File: src/rtl/mems_pkg.sv
// mems_pkg: shared types for the MEMS mirror scan sequencer.
//   state_e : sequencer states (S_DWELL only used when MEMS_SCAN_DWELL_EN is set)
//   phase_e : init-word phase vs. scan-point phase
//   cnt_w() : counter width for a limit, never narrower than 1 bit
package mems_pkg;

   localparam int DEF_DATA_W = 24;
   localparam int DEF_ADDR_W = 16;

   typedef enum logic [2:0] {
      S_IDLE  = 3'd0,
      S_FETCH = 3'd1,
      S_START = 3'd2,
      S_WAIT  = 3'd3,
      S_DWELL = 3'd4
   } state_e;

   typedef enum logic {
      PH_INIT = 1'b0,
      PH_SCAN = 1'b1
   } phase_e;

   function automatic int cnt_w(input int lim);
      return (lim < 2) ? 1 : $clog2(lim);
   endfunction

endpackage

File: src/rtl/mems_scan_cnt.sv
// mems_scan_cnt: cascaded point -> line -> frame counter with wrap.
//   clk_i, rst_ni : clock, async active-low reset
//   clr_i         : synchronous clear of all counters (wins over adv_i)
//   adv_i         : advance by one scan point
//   eol_o         : current point is the last of its line
//   eof_o         : ... and the line is the last of its frame
//   eos_o         : ... and the frame is the last of the scan cycle
module mems_scan_cnt
   import mems_pkg::*;
#(
   parameter int POINTS_PER_LINE = 384,
   parameter int LINES_PER_FRAME = 20,
   parameter int FRAMES          = 2
) (
   input  logic clk_i,
   input  logic rst_ni,
   input  logic clr_i,
   input  logic adv_i,
   output logic eol_o,
   output logic eof_o,
   output logic eos_o
);

   localparam int PW = cnt_w(POINTS_PER_LINE);
   localparam int LW = cnt_w(LINES_PER_FRAME);
   localparam int FW = cnt_w(FRAMES);

   logic [PW-1:0] pt_q, pt_d;
   logic [LW-1:0] line_q, line_d;
   logic [FW-1:0] frm_q, frm_d;

   assign eol_o = (pt_q == PW'(POINTS_PER_LINE - 1));
   assign eof_o = eol_o && (line_q == LW'(LINES_PER_FRAME - 1));
   assign eos_o = eof_o && (frm_q == FW'(FRAMES - 1));

   always_comb begin
      pt_d   = pt_q;
      line_d = line_q;
      frm_d  = frm_q;
      if (clr_i) begin
         pt_d   = '0;
         line_d = '0;
         frm_d  = '0;
      end else if (adv_i) begin
         if (!eol_o) begin
            pt_d = pt_q + PW'(1);
         end else begin
            pt_d = '0;
            if (!eof_o) begin
               line_d = line_q + LW'(1);
            end else begin
               line_d = '0;
               frm_d  = eos_o ? '0 : frm_q + FW'(1);
            end
         end
      end
   end

   always_ff @(posedge clk_i or negedge rst_ni) begin
      if (!rst_ni) begin
         pt_q   <= '0;
         line_q <= '0;
         frm_q  <= '0;
      end else begin
         pt_q   <= pt_d;
         line_q <= line_d;
         frm_q  <= frm_d;
      end
   end

endmodule

File: src/rtl/mems_scan_ctrl.sv
// mems_scan_ctrl: MEMS mirror scan sequencer for the DAC SPI path.
// Plays INIT_WORDS init words from ROM addresses 0.., then streams scan
// points from INIT_WORDS.. with wrap, one start/busy handshake per word.
// Ports:
//   clk, rst (async active-low)
//   mems_soft_reset     : (re)start the init sequence, clears flags
//   pause               : blocks new starts in the scan phase
//   mems_SPI_busy       : SPI master busy
//   new_line/frame_FIFO_done : clear the sticky flags
//   rom_addr / rom_data : external synchronous ROM (1-cycle latency)
//   mems_SPI_start      : one-cycle start pulse, data_mosi carries the word
//   new_line, new_frame, flag_overrun : sticky status flags
//   scanning            : scan phase active
// Build option: define MEMS_SCAN_DWELL_EN to add dwell_cycles[15:0] and a
// DWELL state inserting that many idle clocks between scan points.
module mems_scan_ctrl
   import mems_pkg::*;
#(
   parameter int DATA_W          = DEF_DATA_W,
   parameter int ADDR_W          = DEF_ADDR_W,
   parameter int INIT_WORDS      = 2,
   parameter int POINTS_PER_LINE = 384,
   parameter int LINES_PER_FRAME = 20,
   parameter int FRAMES          = 2
) (
   input  logic              clk,
   input  logic              rst,
   input  logic              mems_soft_reset,
   input  logic              pause,
   input  logic              mems_SPI_busy,
   input  logic              new_line_FIFO_done,
   input  logic              new_frame_FIFO_done,
`ifdef MEMS_SCAN_DWELL_EN
   input  logic [15:0]       dwell_cycles,
`endif
   output logic [ADDR_W-1:0] rom_addr,
   input  logic [DATA_W-1:0] rom_data,
   output logic              mems_SPI_start,
   output logic [DATA_W-1:0] data_mosi,
   output logic              new_line,
   output logic              new_frame,
   output logic              flag_overrun,
   output logic              scanning
);

   localparam longint TOTAL = longint'(INIT_WORDS) +
      longint'(POINTS_PER_LINE) * longint'(LINES_PER_FRAME) * longint'(FRAMES);

   if (TOTAL > (longint'(1) << ADDR_W)) begin : g_addr_chk
      $error("mems_scan_ctrl: init words plus scan points exceed ROM address space");
   end
   if (INIT_WORDS < 1) begin : g_init_chk
      $error("mems_scan_ctrl: INIT_WORDS must be at least 1");
   end

   localparam logic [ADDR_W-1:0] SCAN_BASE = ADDR_W'(INIT_WORDS);
   localparam logic [ADDR_W-1:0] LAST_INIT = ADDR_W'(INIT_WORDS - 1);

   state_e            state_q, state_d;
   phase_e            phase_q, phase_d;
   logic [ADDR_W-1:0] addr_q, addr_d;
   logic              start_q;
   logic              nl_q, nl_d, nf_q, nf_d, ovr_q, ovr_d;
   logic              cnt_clr, cnt_adv;
   logic              cnt_eol, cnt_eof, cnt_eos;
   logic              ev_line, ev_frame;
`ifdef MEMS_SCAN_DWELL_EN
   logic [15:0]       dwell_q, dwell_d;
`endif

   mems_scan_cnt #(
      .POINTS_PER_LINE (POINTS_PER_LINE),
      .LINES_PER_FRAME (LINES_PER_FRAME),
      .FRAMES          (FRAMES)
   ) u_cnt (
      .clk_i  (clk),
      .rst_ni (rst),
      .clr_i  (cnt_clr),
      .adv_i  (cnt_adv),
      .eol_o  (cnt_eol),
      .eof_o  (cnt_eof),
      .eos_o  (cnt_eos)
   );

   assign rom_addr       = addr_q;
   assign mems_SPI_start = (state_q == S_START);
   assign data_mosi      = (state_q == S_IDLE) ? '0 : rom_data;
   assign new_line       = nl_q;
   assign new_frame      = nf_q;
   assign flag_overrun   = ovr_q;
   assign scanning       = (phase_q == PH_SCAN);

   always_comb begin
      state_d = state_q;
      phase_d = phase_q;
      addr_d  = addr_q;
      cnt_clr = 1'b0;
      cnt_adv = 1'b0;
`ifdef MEMS_SCAN_DWELL_EN
      dwell_d = dwell_q;
`endif
      if (mems_soft_reset) begin
         state_d = S_FETCH;
         phase_d = PH_INIT;
         addr_d  = '0;
         cnt_clr = 1'b1;
`ifdef MEMS_SCAN_DWELL_EN
         dwell_d = '0;
`endif
      end else begin
         case (state_q)
            S_IDLE:  state_d = S_IDLE;
            // Busy check also covers a soft reset that landed mid-transfer.
            S_FETCH: if (!mems_SPI_busy && !(phase_q == PH_SCAN && pause)) state_d = S_START;
            S_START: state_d = S_WAIT;
            // start_q masks busy in the first WAIT cycle, before the master reacts.
            S_WAIT: begin
               if (!mems_SPI_busy && !start_q) begin
                  state_d = S_FETCH;
                  if (phase_q == PH_INIT) begin
                     if (addr_q == LAST_INIT) begin
                        phase_d = PH_SCAN;
                        addr_d  = SCAN_BASE;
                        cnt_clr = 1'b1;
                     end else begin
                        addr_d = addr_q + ADDR_W'(1);
                     end
                  end else begin
                     cnt_adv = 1'b1;
                     addr_d  = cnt_eos ? SCAN_BASE : addr_q + ADDR_W'(1);
`ifdef MEMS_SCAN_DWELL_EN
                     if (dwell_cycles != 16'd0) begin
                        state_d = S_DWELL;
                        dwell_d = dwell_cycles;
                     end
`endif
                  end
               end
            end
`ifdef MEMS_SCAN_DWELL_EN
            S_DWELL: begin
               if (dwell_q <= 16'd1) state_d = S_FETCH;
               else                  dwell_d = dwell_q - 16'd1;
            end
`endif
            default: state_d = S_IDLE;
         endcase
      end
   end

   // Flag events fire on the START of the last point of a line/frame, so the
   // flags appear the cycle after that start. Set beats a coincident clear.
   always_comb begin
      ev_line  = (state_q == S_START) && (phase_q == PH_SCAN) && cnt_eol;
      ev_frame = (state_q == S_START) && (phase_q == PH_SCAN) && cnt_eof;
      nl_d  = ev_line  | (nl_q & ~new_line_FIFO_done);
      nf_d  = ev_frame | (nf_q & ~new_frame_FIFO_done);
      ovr_d = ovr_q | (ev_line  & nl_q & ~new_line_FIFO_done)
                    | (ev_frame & nf_q & ~new_frame_FIFO_done);
      if (mems_soft_reset) begin
         nl_d  = 1'b0;
         nf_d  = 1'b0;
         ovr_d = 1'b0;
      end
   end

   always_ff @(posedge clk or negedge rst) begin
      if (!rst) begin
         state_q <= S_IDLE;
         phase_q <= PH_INIT;
         addr_q  <= '0;
         start_q <= 1'b0;
         nl_q    <= 1'b0;
         nf_q    <= 1'b0;
         ovr_q   <= 1'b0;
`ifdef MEMS_SCAN_DWELL_EN
         dwell_q <= '0;
`endif
      end else begin
         state_q <= state_d;
         phase_q <= phase_d;
         addr_q  <= addr_d;
         start_q <= (state_q == S_START);
         nl_q    <= nl_d;
         nf_q    <= nf_d;
         ovr_q   <= ovr_d;
`ifdef MEMS_SCAN_DWELL_EN
         dwell_q <= dwell_d;
`endif
      end
   end

endmodule

File: config.mk
export PLATFORM = sky130hd
export DESIGN_NAME = mems_scan_ctrl
export DESIGN_NICKNAME = d
export VERILOG_FILES = /design/src/rtl/mems_pkg.sv /design/src/rtl/mems_scan_cnt.sv /design/src/rtl/mems_scan_ctrl.sv
export SDC_FILE = /design/constraint.sdc
export NUM_CORES = 1
export LEC_CHECK = 0
export CORE_MARGIN = 4
export CORE_UTILIZATION = 50
export CTS_CLUSTER_DIAMETER = 50
export CTS_CLUSTER_SIZE = 24
export DETAILED_ROUTE_END_ITERATION = 10
export GPL_TIMING_DRIVEN = 0
export PLACE_DENSITY = 0.94
export SLEW_MARGIN = 20
export SYNTH_ARGS = -nofsm -noshare
export SYNTH_HDL_FRONTEND = slang
export SYNTH_SLANG_ARGS = --single-unit
File: constraint.sdc
create_clock -name clk -period 5 [get_ports clk]
set_clock_uncertainty 0.1 [all_clocks]
set_input_delay 1.5 -clock clk [delete_from_list [all_inputs] [get_ports clk]]
set_output_delay 1.5 -clock clk [all_outputs]
set_load 0.01 [all_outputs]
# Yosys cells after proc, flatten, opt, wreduce, memory -nomap -nowiden
# Cells that the tools add are included.
[op_classes] n_addsub=4 n_eq_ne=8 n_reduce_logical=21 mux=39 bitwise=12
[ops] cell="$mux W16" count=6
[ops] cell="$mux W9" count=3
[ops] cell="$mux W24" count=1
[ops] cell="$mux W1" count=21
[ops] cell="$mux W5" count=4
[ops] cell="$add A16 B1 Y16 const B" count=1
[ops] cell="$eq A16 B1 Y1 const B" count=1
[ops] cell="$reduce_bool A2 Y1" count=5
[ops] cell="$add A9 B1 Y9 const B" count=1
[ops] cell="$eq A9 B9 Y1 const B" count=1
[ops] cell="$mux W3" count=3
[ops] cell="$pmux W3 S3" count=1
[ops] cell="$logic_and A1 B1 Y1" count=8
[ops] cell="$and A1 B1 Y1" count=6
[ops] cell="$eq A3 B2 Y1 const B" count=2
[ops] cell="$ne A3 B3 Y1 const B" count=2
[ops] cell="$reduce_and A2 Y1" count=3
[ops] cell="$add A5 B1 Y5 const B" count=1
[ops] cell="$eq A5 B5 Y1 const B" count=1
[ops] cell="$or A1 B1 Y1" count=4
[ops] cell="$eq A3 B1 Y1 const B" count=1
[ops] cell="$logic_not A1 Y1" count=3
[ops] cell="$logic_not A3 Y1" count=1
[ops] cell="$reduce_and A3 Y1" count=1
[ops] cell="other kinds (2)" count=3
[word_totals] out_inout_bits=45 wordCells=94 register_bits=39

# Logic depth before layout (Yosys ltp)
[depth] ltp_word=8 mapped_depth=9

# By module
# From an unflattened synthesis, not the netlist that was laid out.
[hier_totals] hier_cells=282 hier_area_um2=2556.2
[by_module_without_submodules] module="mems_scan_ctrl" n_inst=1 cells_per_inst=189 area_per_inst_um2=1622.8 seq_area_each_um2=575.6
[by_module_without_submodules] module="mems_scan_cnt" n_inst=1 cells_per_inst=93 area_per_inst_um2=933.4 seq_area_each_um2=375.4

# Worst setup path before layout
# No wires, ideal clock.
[synth_timing] path_type="input to output" from="input port rom_data[0]" to="output port data_mosi[0]" path_slack_ps=1703 path_buffers=0 cell_stages=1 required_ps=3400 arrival_ps=1697 path_cell_list="nor2b_1"
[synth_via] elab_chain_len=1
[synth_lines] element="start, declared" line_no="mems_scan_ctrl.sv:37" source="input logic [DATA_W-1:0] rom_data,"
[synth_lines] element="$mux W24" line_no="mems_scan_ctrl.sv:87" source="assign data_mosi = (state_q == S_IDLE) ? '0 : rom_data;"
[synth_lines] element="end, declared" line_no="mems_scan_ctrl.sv:39" source="output logic [DATA_W-1:0] data_mosi,"
# No other way between the ends.

# Worst setup path after layout
[layout_timing] from="input port rom_data[18]" to="output port data_mosi[18]"
# Same word-level chain as after synthesis.

==> out/results.tsv <==
metric	value	unit
status	complete, no violations	
cts_buffers	5	
cp_common_cell	clkdlybuf4s50_1	
hold_violations	0	
grt_antenna_before_repair	0	
cp.arrival	2.68	ns
synth.top_cell.area_share	0.406	
fin_crit	4.28	ns
syn_area_per_cell	9.22	sq um
fin_ws	0.717	ns
netlist_area	0.00234	sq mm
worstReg2RegEnd	rom_addr[5]	
area_delta_synth_final	40.5	%
core	0.00444	sq mm
start_util	0.527	
critPathLaunch	rom_data[18]	
clk-insertion-delay-late	0.30	ns
fin_nets	376	
io_buffers	75	
synth.area.top_cells	dfrtp_1 41%, nor2b_1 8.0%, nor2_1 4.3%	
ys_async_sr_fraction	1.00	
place_ws	0.676	ns
crit_path_end	data_mosi[18]	
setup_viol	0	
tns	0	ns
yosysWarnings	0	
postCtsHoldBufs	0	
critPathSlowestCell	clkdlybuf4s50_1	
cts_max_level	2	
end_kind	primary output	
grt_pass1_vias	2125	
drt_iter0_drc	107	
synth-edff-count	0	
route.detailed.drc	0	
syn_nets	293	
grt_use_total	0.220	
io_pins	76	
cap_violations	0	
clock_sinks	38	
root_buffer	clkbuf_8	
cts_tree	built	
power_leakage	1.33	nW
drive_gt1_frac	0.0976	
cp.required	3.40	ns
clockBufferDepth	2	
worstRegToRegCells	7	
synthCells	254	
fp-row-count	24	
dr_total_vias	2203	
critPathKind	primary input to primary output	
rr_startpoint	state_q[0]	
antenna_left	0	
slew-limit-headroom	0.528	
hp-start	u_cnt.frm_q	
ys_types	53	
wirelength	6.25	mm
viasPerCell	5.65	
die_area	0.00584	sq mm
dpl.hpwl	4.85	mm
tightestPinTransition	0.701	ns
ff2ff_setup_slack	2.70	ns
drv_slew	0	
path_cells	clkdlybuf4s50_1 -> nor2b_1 -> clkdlybuf4s50_1	
synth_top_flop_cell	dfrtp_1	
critPathMaxStageDelay	0.56	ns
powerDensity	277	mW/mm^2
dr.pass1.iters	4	
worst-path-max-fanout	1	
wire_per_inst	16.0	um
clk_pin_slew	0.07	ns
grt_remaining_overflow	0	
rsz0062_at_grt	no	
antenna_cells	0	
ctsResizeCount	0	
ys_seq_area_frac	0.406	
grt_pass1_wl	10.4	mm
startpoint_type	primary input	
ys_ff_latch	38	
ir_worst_vdd	0.181	mV
grt_max_degree	21	
fmax	233	MHz
routabilityCongestion	0.894	
whs	0.406	ns
post_cts_buffers	0	
die_w	76.4	um
die_h	76.4	um
finalPower	0.000911	W
fin_crit_sh	0.857	
yosysTopAreaCell	dfrtp_1	
min_path_type	flip-flop to flip-flop	
[Yosys cell counts, types with 6 or more instances]
master     n
nor2b_1   30
nand4_1    7
nand2b_1   7
inv_1      6
a21oi_1   13
nand2_1   16
nand3_1   10
xnor2_1    6
nor3_1     6
o21ai_0   14
nor2_1    27
dfrtp_1   38
xor2_1     6
ha_1       8
[worst max-delay path: cells and delay by family]
family | cells | cell delay (ns)
simple gates | 1 | 0.17
buf+inv | 2 | 1.01
[routing by layer]
metal / global-route usage / share of wire / vias up
met5: 0 / 0 / -
met4: 0.0924 / 0.022 / 0
met3: 0.0485 / 0.072 / 13
met2: 0.377 / 0.49 / 118
met1: 0.266 / 0.42 / 1014
li1: - / - / 1058
[how the worst min path moves through the flow]
stage / end / cells after the start / slack [ns]
after global routing: flag_overrun / 1 / 0.44
after CTS: u_cnt.frm_q / 2 / 0.42
after global placement: u_cnt.frm_q / 2 / 0.39
after floorplan: u_cnt.frm_q / 2 / 0.36
final: u_cnt.frm_q / 2 / 0.41
after detailed placement: u_cnt.frm_q / 2 / 0.40
[kinds of logic after synthesis]
kind of cell	Yosys count	synth area share
adder cells (fa/ha/maj)	8	0.0427
XOR/XNOR	12	0.0449
AND/OR/NAND/NOR	138	0.357
AO/OA/AOI/OAI	42	0.113
buffers and inverters	14	0.0272
multiplexers	2	0.00908
flip-flops	38	0.406
[final cells by class]
type	count	area (sq um)
tap	52	65.1
sequential	38	951
fill	331	1150
multi-input combinational	202	1330
clock buffer	8	110
inverter	6	22.5
timing repair buffer	76	773
buffer	8	41.3
[stage by stage]
step           utilization  cell area (sq um)  std cells
6_report             0.740               3290        390
5_1_grt              0.740               3290        390
4_1_cts              0.740               3290        390
3_5_place_dp         0.716               3180        382
3_3_place_gp         0.711               3160        381
2_1_floorplan            -               2340        254
[state kept, by name, indices dropped and copies added, names as in the netlist, 2 cells and up]
signal / flops
rom_addr: 16
u_cnt.pt_q: 9
u_cnt.line_q: 5
state_q: 2
[placed cells by master, fill, tap and decap left out, types with 8 or more instances in the layout]
master,synthesis,layout
ha_1,8,8
nand3_1,10,10
nor2b_1,30,30
nor2_1,27,27
clkbuf_8,0,8
clkdlybuf4s50_1,0,74
o21ai_0,14,14
dfrtp_1,38,38
nand2_1,16,16
a21oi_1,13,13
[power breakdown]
part / internal (W) / leakage [nW] / switching (W)
combinational: 0.000171 / 0.748 / 0.000155
clock: 0.000139 / 0.0575 / 0.000109
sequential: 0.000321 / 0.523 / 0.0000159
Power figures use the tool's default switching activity.
